$ cat src/rtl/snum_bcd_seq_if.sv
// Handshake and result bundle for the sequential binary-to-BCD converter.
// The master drives the request; the slave (converter) returns status and digits.
interface snum_bcd_seq_if;
  logic       start;
  logic [7:0] value;
  logic       signed_mode;
  logic       busy;
  logic       done;
  logic [3:0] ones;
  logic [3:0] tens;
  logic [3:0] hundreds;
  logic       neg;
  logic [3:0] en;

  modport master (
    output start,
    output value,
    output signed_mode,
    input  busy,
    input  done,
    input  ones,
    input  tens,
    input  hundreds,
    input  neg,
    input  en
  );

  modport slave (
    input  start,
    input  value,
    input  signed_mode,
    output busy,
    output done,
    output ones,
    output tens,
    output hundreds,
    output neg,
    output en
  );
endinterface

$ cat src/rtl/snum_bcd_seq.sv
// Sequential 8-bit binary (signed or unsigned) to sign + 3-digit BCD converter.
// Iterative shift-add-3 datapath; registered digits with leading-zero blanking enables.
module snum_bcd_seq #(
  parameter int unsigned ITER = 8
) (
  input  logic           clk,
  input  logic           rst_n,
  snum_bcd_seq_if.slave  bus
);

  localparam logic [1:0] StIdle = 2'd0;
  localparam logic [1:0] StConv = 2'd1;
  localparam logic [1:0] StDone = 2'd2;

  localparam logic [2:0] LastIter = 3'(ITER - 1);

  logic [1:0]  state_q, state_d;
  logic [2:0]  cnt_q, cnt_d;
  logic [7:0]  mag_q, mag_d;
  logic [11:0] bcd_q, bcd_d;
  logic        neg_int_q, neg_int_d;
  logic [3:0]  ones_q, ones_d;
  logic [3:0]  tens_q, tens_d;
  logic [3:0]  hundreds_q, hundreds_d;
  logic        neg_q, neg_d;
  logic [3:0]  en_q, en_d;

  logic [11:0] bcd_adj;
  logic        is_neg_in;

  function automatic logic [3:0] add3(input logic [3:0] n);
    return (n >= 4'd5) ? (n + 4'd3) : n;
  endfunction

  assign bcd_adj   = {add3(bcd_q[11:8]), add3(bcd_q[7:4]), add3(bcd_q[3:0])};
  assign is_neg_in = bus.signed_mode & bus.value[7];

  always_comb begin
    state_d    = state_q;
    cnt_d      = cnt_q;
    mag_d      = mag_q;
    bcd_d      = bcd_q;
    neg_int_d  = neg_int_q;
    ones_d     = ones_q;
    tens_d     = tens_q;
    hundreds_d = hundreds_q;
    neg_d      = neg_q;
    en_d       = en_q;

    unique case (state_q)
      StIdle: begin
        if (bus.start) begin
          mag_d     = is_neg_in ? (~bus.value + 8'd1) : bus.value;
          neg_int_d = is_neg_in;
          bcd_d     = '0;
          cnt_d     = '0;
          state_d   = StConv;
        end
      end
      StConv: begin
        {bcd_d, mag_d} = {bcd_adj[10:0], mag_q, 1'b0};
        cnt_d          = cnt_q + 3'd1;
        if (cnt_q == LastIter) begin
          // Load the result on the final shift so it is visible alongside done.
          state_d    = StDone;
          ones_d     = bcd_d[3:0];
          tens_d     = bcd_d[7:4];
          hundreds_d = bcd_d[11:8];
          neg_d      = neg_int_q & (bcd_d != 12'd0);
          en_d       = {neg_d,
                        bcd_d[11:8] != 4'd0,
                        bcd_d[11:4] != 8'd0,
                        1'b1};
        end
      end
      StDone: begin
        state_d = StIdle;
      end
      default: begin
        state_d = StIdle;
      end
    endcase
  end

  always_ff @(posedge clk) begin
    if (!rst_n) begin
      state_q    <= StIdle;
      cnt_q      <= '0;
      mag_q      <= '0;
      bcd_q      <= '0;
      neg_int_q  <= 1'b0;
      ones_q     <= '0;
      tens_q     <= '0;
      hundreds_q <= '0;
      neg_q      <= 1'b0;
      en_q       <= 4'b0001;
    end else begin
      state_q    <= state_d;
      cnt_q      <= cnt_d;
      mag_q      <= mag_d;
      bcd_q      <= bcd_d;
      neg_int_q  <= neg_int_d;
      ones_q     <= ones_d;
      tens_q     <= tens_d;
      hundreds_q <= hundreds_d;
      neg_q      <= neg_d;
      en_q       <= en_d;
    end
  end

  assign bus.busy     = (state_q != StIdle);
  assign bus.done     = (state_q == StDone);
  assign bus.ones     = ones_q;
  assign bus.tens     = tens_q;
  assign bus.hundreds = hundreds_q;
  assign bus.neg      = neg_q;
  assign bus.en       = en_q;

endmodule

$ cat src/flat_wrapper.sv
// flat-port wrapper written by rule: the top's interface ports become plain ports
module snum_bcd_seq_flat 
#(
  parameter int unsigned ITER = 8
)
  (clk, rst_n, bus_start, bus_value, bus_signed_mode, bus_busy, bus_done, bus_ones, bus_tens, bus_hundreds, bus_neg, bus_en);
  snum_bcd_seq_if bus_i ();
  input  logic clk;
  input  logic rst_n;
  input wire logic [$bits(bus_i.start)-1:0] bus_start;
  input wire logic [$bits(bus_i.value)-1:0] bus_value;
  input wire logic [$bits(bus_i.signed_mode)-1:0] bus_signed_mode;
  output wire logic [$bits(bus_i.busy)-1:0] bus_busy;
  output wire logic [$bits(bus_i.done)-1:0] bus_done;
  output wire logic [$bits(bus_i.ones)-1:0] bus_ones;
  output wire logic [$bits(bus_i.tens)-1:0] bus_tens;
  output wire logic [$bits(bus_i.hundreds)-1:0] bus_hundreds;
  output wire logic [$bits(bus_i.neg)-1:0] bus_neg;
  output wire logic [$bits(bus_i.en)-1:0] bus_en;
  assign bus_i.start = bus_start;
  assign bus_i.value = bus_value;
  assign bus_i.signed_mode = bus_signed_mode;
  assign bus_busy = bus_i.busy;
  assign bus_done = bus_i.done;
  assign bus_ones = bus_i.ones;
  assign bus_tens = bus_i.tens;
  assign bus_hundreds = bus_i.hundreds;
  assign bus_neg = bus_i.neg;
  assign bus_en = bus_i.en;
  snum_bcd_seq #(.ITER(ITER)) u_core (.clk(clk), .rst_n(rst_n), .bus(bus_i));
endmodule
$ cat config.mk
export PLATFORM = sky130hd
export DESIGN_NAME = snum_bcd_seq_flat
export DESIGN_NICKNAME = d
export VERILOG_FILES = /design/src/rtl/snum_bcd_seq_if.sv /design/src/rtl/snum_bcd_seq.sv /design/src/flat_wrapper.sv
export SDC_FILE = /design/constraint.sdc
export NUM_CORES = 1
export LEC_CHECK = 0
export ABC_AREA = 1
export CAP_MARGIN = 15
export CORE_ASPECT_RATIO = 0.75
export CORE_MARGIN = 2
export CORE_UTILIZATION = 27
export CTS_BUF_LIST = sky130_fd_sc_hd__clkbuf_8
export CTS_CLUSTER_SIZE = 25
export DETAILED_ROUTE_END_ITERATION = 6
export GPL_TIMING_DRIVEN = 0
export PLACE_DENSITY = 0.58
export SYNTH_ARGS = -nofsm -noshare
export SYNTH_HDL_FRONTEND = slang
export SYNTH_SLANG_ARGS = --single-unit
$ cat constraint.sdc
create_clock -name clk -period 1.4 [get_ports clk]
set_input_delay 0.28 -clock clk [delete_from_list [all_inputs] [get_ports clk]]
set_output_delay 0.28 -clock clk [all_outputs]
set_load 0.01 [all_outputs]
* Word-level counts from Yosys, hierarchy flattened
Cells that the tools add are included.
** Word-level totals
- Register bits :: 42
- Bits in latches :: 0
- Bits in writable memories :: 0
- ROM bits :: 0
- Output and inout bits :: 19
- Word-level logic and storage cells :: 49
- Memories kept :: 0
** Cells by class
- Add/subtract/negate cells :: 5
- Multiply operators :: 0
- Divide/modulo/power cells :: 0
- Order comparisons :: 3
- Equality and inequality tests :: 5
- Shift operators :: 0
- Multiplexer cells :: 13
- Bitwise gates (word level) :: 3
- Reductions and logical operators :: 10
** Operator list (count)
- $pmux W12 S2 :: 1
- $mux W8 :: 2
- $pmux W8 S2 :: 1
- $ge A4 B3 Y1 const B :: 3
- $mux W12 :: 1
- $reduce_bool A12 Y1 :: 1
- $add A4 B2 Y4 const B :: 2
- $add A8 B1 Y8 const B :: 1
- $mux W4 :: 2
- $not A8 Y8 :: 1
- $reduce_and A2 Y1 :: 4
- $reduce_bool A8 Y1 :: 1
- $mux W3 :: 2
- $pmux W3 S2 :: 1
- $mux W2 :: 2
- $pmux W2 S2 :: 1
- $reduce_bool A2 Y1 :: 2
- $reduce_bool A4 Y1 :: 1
- $add A3 B1 Y3 const B :: 1
- $add A3 B2 Y3 const B :: 1
- $eq A3 B3 Y1 const B :: 1
- $and A1 B1 Y1 :: 2
- $eq A2 B1 Y1 const B :: 1
- $eq A2 B2 Y1 const B :: 1
- other kinds (3) :: 3

* Depth between registers and ports, before layout
Gate-level depths: netlist of the first run.
- Word-level depth :: 5
- Gate-level depth with buffers :: 12
- Depth with buffers taken out :: 12

* Worst setup path after synthesis of the first run
OpenSTA, ideal clock, no wires.
- Path kind :: reg2reg
- Start point :: register u_core.bcd_q[4]
- End point :: register u_core.neg_q, in the netlist u_core.bus.neg
- Setup time :: 0.119 ns
- Arrival time :: 1.295 ns
- Required time :: 1.281 ns
- Setup slack :: -0.014 ns
- Stages on the path, launching flop included :: 13
- Clock period less this slack :: 1.414 ns
- Path through :: dfxtp_1 inv_1 ha_1 inv_1 nand2_2 nand3_2 nand2_1 nand2_2 nand2_2 nor2_4 nand3_2 nand2_1 a21oi_2
** On the way
- Word-level cells in the longest chain between the ends :: 4
- Elaborated cells between the ends (all ways) :: 5
- Classes of those cells :: add/sub: 1; order compare: 1; mux: 1; bitwise: 1; reduce/logical: 1
** Ends and longest elaborated chain
- start: declaration :: line snum_bcd_seq.sv:20 : logic [11:0] bcd_q, bcd_d;
- start signal: assignment :: line snum_bcd_seq.sv:90 : bcd_q <= '0;
- start signal: assignment :: line snum_bcd_seq.sv:101 : bcd_q <= bcd_d;
- $add A4 B2 Y4 / $ge A4 B3 Y1 (equally long branches) :: line snum_bcd_seq.sv:32 : return (n >= 4'd5) ? (n + 4'd3) : n;
- $mux W4 * :: line snum_bcd_seq.sv:32
- $reduce_bool A12 Y1 * :: line snum_bcd_seq.sv:69 : neg_d = neg_int_q & (bcd_d != 12'd0);
- $and A1 B1 Y1 * :: line snum_bcd_seq.sv:69
- end signal: assignment :: line snum_bcd_seq.sv:106 : neg_q <= neg_d;
- end: declaration :: line snum_bcd_seq.sv:25 : logic neg_q, neg_d;
Every way passes the cells marked *; elsewhere a longest branch is shown, timed or not.
A chain may end at the register's enable or synchronous reset.

* Final worst setup path of the first run
- Start point :: register u_core.bcd_q[8]
- End point :: register u_core.bcd_q[10]
** On the way
- Word-level cells in the longest chain between the ends :: 3
- Elaborated cells between the ends (all ways) :: 4
- Classes of those cells :: add/sub: 1; order compare: 1; mux: 2
** Ends and longest elaborated chain
- $ge A4 B3 Y1 / $add A3 B2 Y3 (equally long branches) :: line snum_bcd_seq.sv:32
- $mux W3 * :: line snum_bcd_seq.sv:32
- $pmux W12 S2 * :: line snum_bcd_seq.sv:50 : unique case (state_q)
Marks and branches as above.

==> impl_results.md, run 1 <==
- Failing checks: negative setup slack
- Worst Setup Start Kind: register
- Cell accounting for the most synthesized area: dfxtp_1
- Final worst-path cycle share: 104%
- Initial Util: 28.0%
- Count of cell types in the netlist: 36
- Worst setup path end: u_core.bcd_q[10]
- Status: finished, violations left
- Worst-Margin Slew: 0.551 ns
- Total clock sinks: 41
- Reg2reg end: u_core.bcd_q[10]
- Max Root-Sink Buffers: 2
- FF-to-FF Start: u_core.bcd_q[8]
- Vias per cell: 4.63
- Rel. slew slack: 63.2%
- Leak: 1.51 nW
- Final wirelength: 6.05 mm
- Finished Cell Area: 3190 um2
- CP Capture Type: register
- R2R setup slack: -0.05 ns
- VDD IR max: 0.354 mV
- Vias: 2,127
- Arrival time at the worst endpoint: 1.64 ns
- Post-synth EDFFs: 0
- Avg Cell Area, Syn: 7.59 um2
- Post-CTS Hold Buffers: 0
- Worst Setup SP: u_core.bcd_q[8]
- Die X: 109 um
- FF-to-FF path depth: 10
- CTS clk-pin slew, worst paths: 0.08 ns
- Global Route Usage Sum: 14.0%
- Area grow syn2layout: 43.5%
- Mapped Cells: 293
- RSZ-0062 raised after global routing: yes
- Fin nets: 374
- First-pass GRT wire length: 9.61 mm
- Post-route DRC: 0
- Yosys top cell area share: 36.9%
- Core area: 7950 um2
- Die area: 8990 um2
- Drt first pass iters: 4
- Most frequent cell after synthesis: nand2_1
- Worst hold path type: in2reg
- Final worst slack: -0.0545 ns
- YS warnings: 0
- Post-Syn Area: 2220 um2
- Fraction of synthesis flops using an asynchronous set or reset pin: 0%
- Final Skew: 0.00493 ns
- Synth Register Bits: 41
- Setup slack at placement: -0.337 ns
- Synth area leaders: dfxtp_1 (37%), nand2_1 (11%), nand3_1 (7.2%), ha_1 (5.1%), inv_1 (5.1%)
- Ports: 31
- Final Hold Fails: 0
- Post-Syn Nets: 314
- WL/cell: 13.2 um
- Clock Latency Late Sink: 0.30 ns
- Drt first-iter violations: 81
- Placed Cells: 426
- RePlAce Congestion: 0.887
- CP Class: reg2reg
- Sequential fraction of the synthesis area: 36.9%
- Hpwl dp: 4.02 mm
- Port buffer count: 28
- CP max FO: 5
- Routed Antenna Nets: 0
- Non-Filler Instances: 459
- Worst Path Required: 1.58 ns
- Fmax: 688 MHz
- # diodes: 0
- Rows: 28
- Cell Area, Placed: 2640 um2
- Remaining global-route overflow: 0
- CTS tree: yes
- Num CTS Buffers: 5
- # setup viols final: 3
- Vias in the first global route: 1,978
- Power per cell area: 828 nW/um2
- Top cells by count, synth: nand2_1 (64), dfxtp_1 (41), nand3_1 (32)
- Post-synth top flop: dfxtp_1
- Max Cap Viol: 0
- Layout cells sized above 1: 39.5%
- H-tree lvl count: 2
- Chip Height: 82.6 um
- Initial antenna violation count: 0
- Largest net degree at the start of global routing: 14
- Clock Root Buffer: clkbuf_8
- Max Slew Vio Count: 0
- Min Tclk post-route: 1.45 ns
==> metrics by stage <==
stage               hold slack [ns]  util [%]  TNS, ns  total power, mW
detailed placement            0.451      33.2    -3.56             1.50
CTS                           0.305      37.4   -0.156             2.65
global placement              0.447      33.2    -3.01             1.50
floorplan                     0.428         -        0             1.41
global route                  0.324      40.2   -0.912             2.74
finish                        0.298      40.2   -0.130             2.64
==> critical path, cell delays in order (launching register included) <==
cell and delay, ns:
dfxtp_4 0.37, inv_4 0.07, ha_4 0.13, inv_2 0.04
nand2_4 0.08, nand4_1 0.13, buf_4 0.16, buf_4 0.12
buf_4 0.12, nand3_2 0.06, a21oi_1 0.06
==> cell usage in the layout, fill, tap and decap left out, types with 8 or more instances in the layout <==
master,instances
a21oi_1,18
buf_4,24
clkdlybuf4s50_1,8
dfxtp_1,30
dlygate4sd2_1,17
inv_1,17
inv_2,14
nand2_1,52
nand2_2,16
nand3_1,25
nand3_2,9
nor2_1,10
o21ai_1,8
o21ai_2,10
==> where the power goes <==
part | switching, mW | total, mW | internal (mW)
logic | 0.173 | 0.289 | 0.116
registers | 0.0186 | 1.20 | 1.19
clock network | 0.442 | 1.15 | 0.709
total | 0.634 | 2.64 | 2.01
==> final cells by class <==
cell class,instances,area [um2]
well taps,105,131
multi-input cells,204,1370
clock buffers,5,68.8
clock inverters,3,65.1
plain buffers,11,86.3
fillers,828,4760
flip-flops and latches,41,845
repair buffers,53,475
inverters,37,156
==> worst min-delay path by stage <==
stage | startpoint | to | slack, ns | cells past startpoint
2_1_floorplan | u_core.cnt_q[0] | u_core.cnt_q[0] | 0.43 | 1
3_3_place_gp | u_core.cnt_q[0] | u_core.cnt_q[0] | 0.45 | 1
3_5_place_dp | u_core.cnt_q[0] | u_core.cnt_q[0] | 0.45 | 1
4_1_cts | rst_n | u_core.bus.en[1] | 0.30 | 3
5_1_grt | bus_value[0] | u_core.mag_q[0] | 0.32 | 3
6_report | bus_value[0] | u_core.mag_q[0] | 0.30 | 3
==> logic make-up (layout without fill, tap and decap cells) <==
kind of cell,after synthesis,in the layout,synth area share (%)
AO/OA/AOI/OAI,57,57,16.6
adder cells (fa/ha/maj),9,9,5.06
buffers and inverters,48,109,9.90
flip-flops,41,41,36.9
other,1,1,0.169
AND/OR/NAND/NOR,137,137,31.3
==> per-layer routing <==
layer,part of all wire (%),GRT usage [%]
met1,47,18.5
met2,45,23.0
met3,7.0,2.98
met4,1.0,3.85
met5,0,0
==> repair_timing <==
action                                  CTS  global route
endpoints found under the setup margin   38            24
resized for setup                        59            47
cloned                                    0             1
pin swaps                                15            18
buffers inserted                         16             8
==> flip-flops by register name, summed over array words and instances (netlist names) <==
signal               count
u_core.state_q           2
u_core.bus.ones          4
u_core.bus.en            2
u_core.bus.tens          4
u_core.bus.neg           1
u_core.neg_int_q         1
u_core.cnt_q             3
u_core.mag_q             8
u_core.bus.hundreds      4
u_core.bcd_q            12
(Power assumes the default switching activity.)
==> run 2: changes to the inputs <==
GPL_ROUTABILITY_DRIVEN = 0   (was unset)
==> run 2 against run 1 <==
Effect of this change:
- critical path depth stayed put
- final cell count shrank 1.3%
- sequential cell count stayed put
- first-iteration DRC count is 17% higher
- design area is 3.4% lower
- non-clock buffer count fell by 6
- worst setup slack worse by 0.089 ns
- largest cell class unchanged
- hold slack gained 0.018 ns
- critical endpoint is now u_core.bcd_q[9]
- global-route usage is 0.40 points lower
- total power fell by 10%
- the run still ends with negative setup slack left
==> impl_results.md, run 2 (synthesized netlist as in run 1, its figures left out) <==
- Max Root-Sink Buffers: 2
- H-tree lvl count: 2
- Max Cap Viol: 0
- Final worst slack: -0.144 ns
- Initial Util: 28.0%
- Port buffer count: 28
- Final Skew: 0.00635 ns
- # setup viols final: 4
- Die X: 109 um
- Ports: 31
- Vias in the first global route: 1,945
- Max reg flops: 12
- Crit path max-delay family: buffers and inverters
- Rows: 28
- First-pass GRT wire length: 9.23 mm
- # diodes: 0
- Regs by FF count: u_core.bcd_q x12, u_core.mag_q x8
- Worst Path Required: 1.58 ns
- Most frequent cells in the layout: nand2_1 (53), dfxtp_1 (30), nand3_1 (27)
- Status: finished, violations left
- CP Cell Sequence: inv_4, ha_4, inv_2, nand2_4, nand4_1, buf_4, buf_4, buf_4, nand3_1, a21oi_1
- Final Hold Fails: 0
- Power per cell area: 771 nW/um2
- Setup slack at placement: -0.328 ns
- Arrival time at the worst endpoint: 1.72 ns
- Drt first-iter violations: 95
- RSZ-0062 raised after global routing: yes
- Largest net degree at the start of global routing: 13
- Most common cell after layout, fill and taps aside: nand2_1
- Largest Register: u_core.bcd_q
- Worst hold path type: in2reg
- Layout cells sized above 1: 37.9%
- Core area: 7950 um2
- Global Route Usage Sum: 13.6%
- Leak: 1.43 nW
- Fillers: 822
- Clock Root Buffer: clkbuf_8
- Rel. slew slack: 59.5%
- Slowest cell delay on critical path: 0.35 ns
- FF-to-FF path depth: 10
- Total clock sinks: 41
- VDD IR max: 0.367 mV
- Non-Filler Instances: 453
- CP max FO: 5
- Drt first pass iters: 4
- Area grow syn2layout: 38.6%
- Final worst-path cycle share: 110%
- CTS tree: yes
- Failing checks: negative setup slack
- Chip Height: 82.6 um
- Die area: 8990 um2
- Crit path buf inv count: 5
- Vias per cell: 4.67
- Placed Cells: 426
- Worst Setup Start Kind: register
- Fmax: 648 MHz
- Worst hold path endpoint: u_core.mag_q[0]
- Most frequent cell on the critical path: buf_4
- FF-to-FF Start: u_core.bcd_q[9]
- CP Class: reg2reg
- Min Tclk post-route: 1.54 ns
- Num CTS Buffers: 5
- Hold Crit Start: bus_value[0]
- CTS clk-pin slew, worst paths: 0.08 ns
- CP Capture Type: register
- Vias: 2,114
- Fin nets: 368
- Post-route DRC: 0
- Min-Delay Path Depth: 3
- Final wirelength: 6.15 mm
- Worst-Margin Slew: 0.608 ns
- Initial antenna violation count: 0
- WL/cell: 13.6 um
- Reg2reg end: u_core.bcd_q[9]
- Slowest stage cell on the critical path: dfxtp_2
- R2R setup slack: -0.14 ns
- Remaining global-route overflow: 0
- Routed Antenna Nets: 0
- Post-CTS Hold Buffers: 0
- Hpwl dp: 4.00 mm
- Clock Latency Late Sink: 0.30 ns
- Max Slew Vio Count: 0
==> run 2: worst max-delay path by stage <==
stage                          startpoint              end  cells after the start
final                     u_core.bcd_q[9]  u_core.bcd_q[9]                     10
after global routing      u_core.bcd_q[8]   u_core.bus.neg                     12
after CTS                 u_core.bcd_q[8]   u_core.bus.neg                     12
after detailed placement     bus_value[0]  u_core.mag_q[6]                      9
after global placement       bus_value[0]  u_core.mag_q[1]                      7
after floorplan           u_core.bcd_q[4]   u_core.bus.neg                     12
==> run 2: worst reg2reg max path, delay by kind of cell (launching register included) <==
| family | cells | cell delay, ns |
|---|---|---|
| buffers and inverters | 5 | 0.54 |
| flip-flops | 1 | 0.35 |
| AND/OR/NAND/NOR | 3 | 0.31 |
| adder cells (fa/ha/maj) | 1 | 0.14 |
| AO/OA/AOI/OAI | 1 | 0.08 |
==> run 2: stage by stage <==
step	hold slack, ns	power (mW)	util, %	cell area [um2]	TNS, ns
6_report	0.316	2.38	38.8	3080	-0.396
5_1_grt	0.316	2.46	38.8	3080	-0.889
4_1_cts	0.304	2.37	36.5	2910	-0.303
3_5_place_dp	0.457	1.50	33.2	2640	-3.74
3_3_place_gp	0.446	1.50	33.2	2640	-3.13
2_1_floorplan	0.428	1.41	-	2230	0
==> run 2: layout make-up <==
| cell class | instances | area (um2) | area share (%) |
|---|---|---|---|
| Tap cell | 105 | 131 | 4.26 |
| Clock inverter | 1 | 5.00 | 0.162 |
| Inverter | 37 | 159 | 5.15 |
| Timing Repair Buffer | 47 | 412 | 13.4 |
| Sequential cell | 41 | 842 | 27.3 |
| Multi-Input combinational cell | 204 | 1350 | 43.9 |
| Clock buffer | 7 | 96.3 | 3.12 |
| Buffer | 11 | 83.8 | 2.72 |
==> run 2: where the power goes <==
part / leakage (nW) / total, mW / switching (mW) / internal, mW
Combinational: 1.04 / 0.287 / 0.172 / 0.114
Clock: 0.0542 / 0.882 / 0.436 / 0.446
Sequential: 0.338 / 1.21 / 0.0191 / 1.19
Total: 1.43 / 2.38 / 0.627 / 1.75
==> run 2: repair_timing <==
item                                   4_1_cts  5_1_grt
resized for setup                           53       45
pin swaps                                   14       16
buffers inserted                            13        6
endpoints found under the hold margin        0        0
setup endpoints to repair                   36       26
==> run 2: per-layer routing <==
layer	up-vias	track usage, %	routed length (um)
li1	1074	-	-
met1	975	17.9	2880
met2	52	21.9	2820
met3	13	3.22	317
met4	0	4.49	127
met5	-	0	0
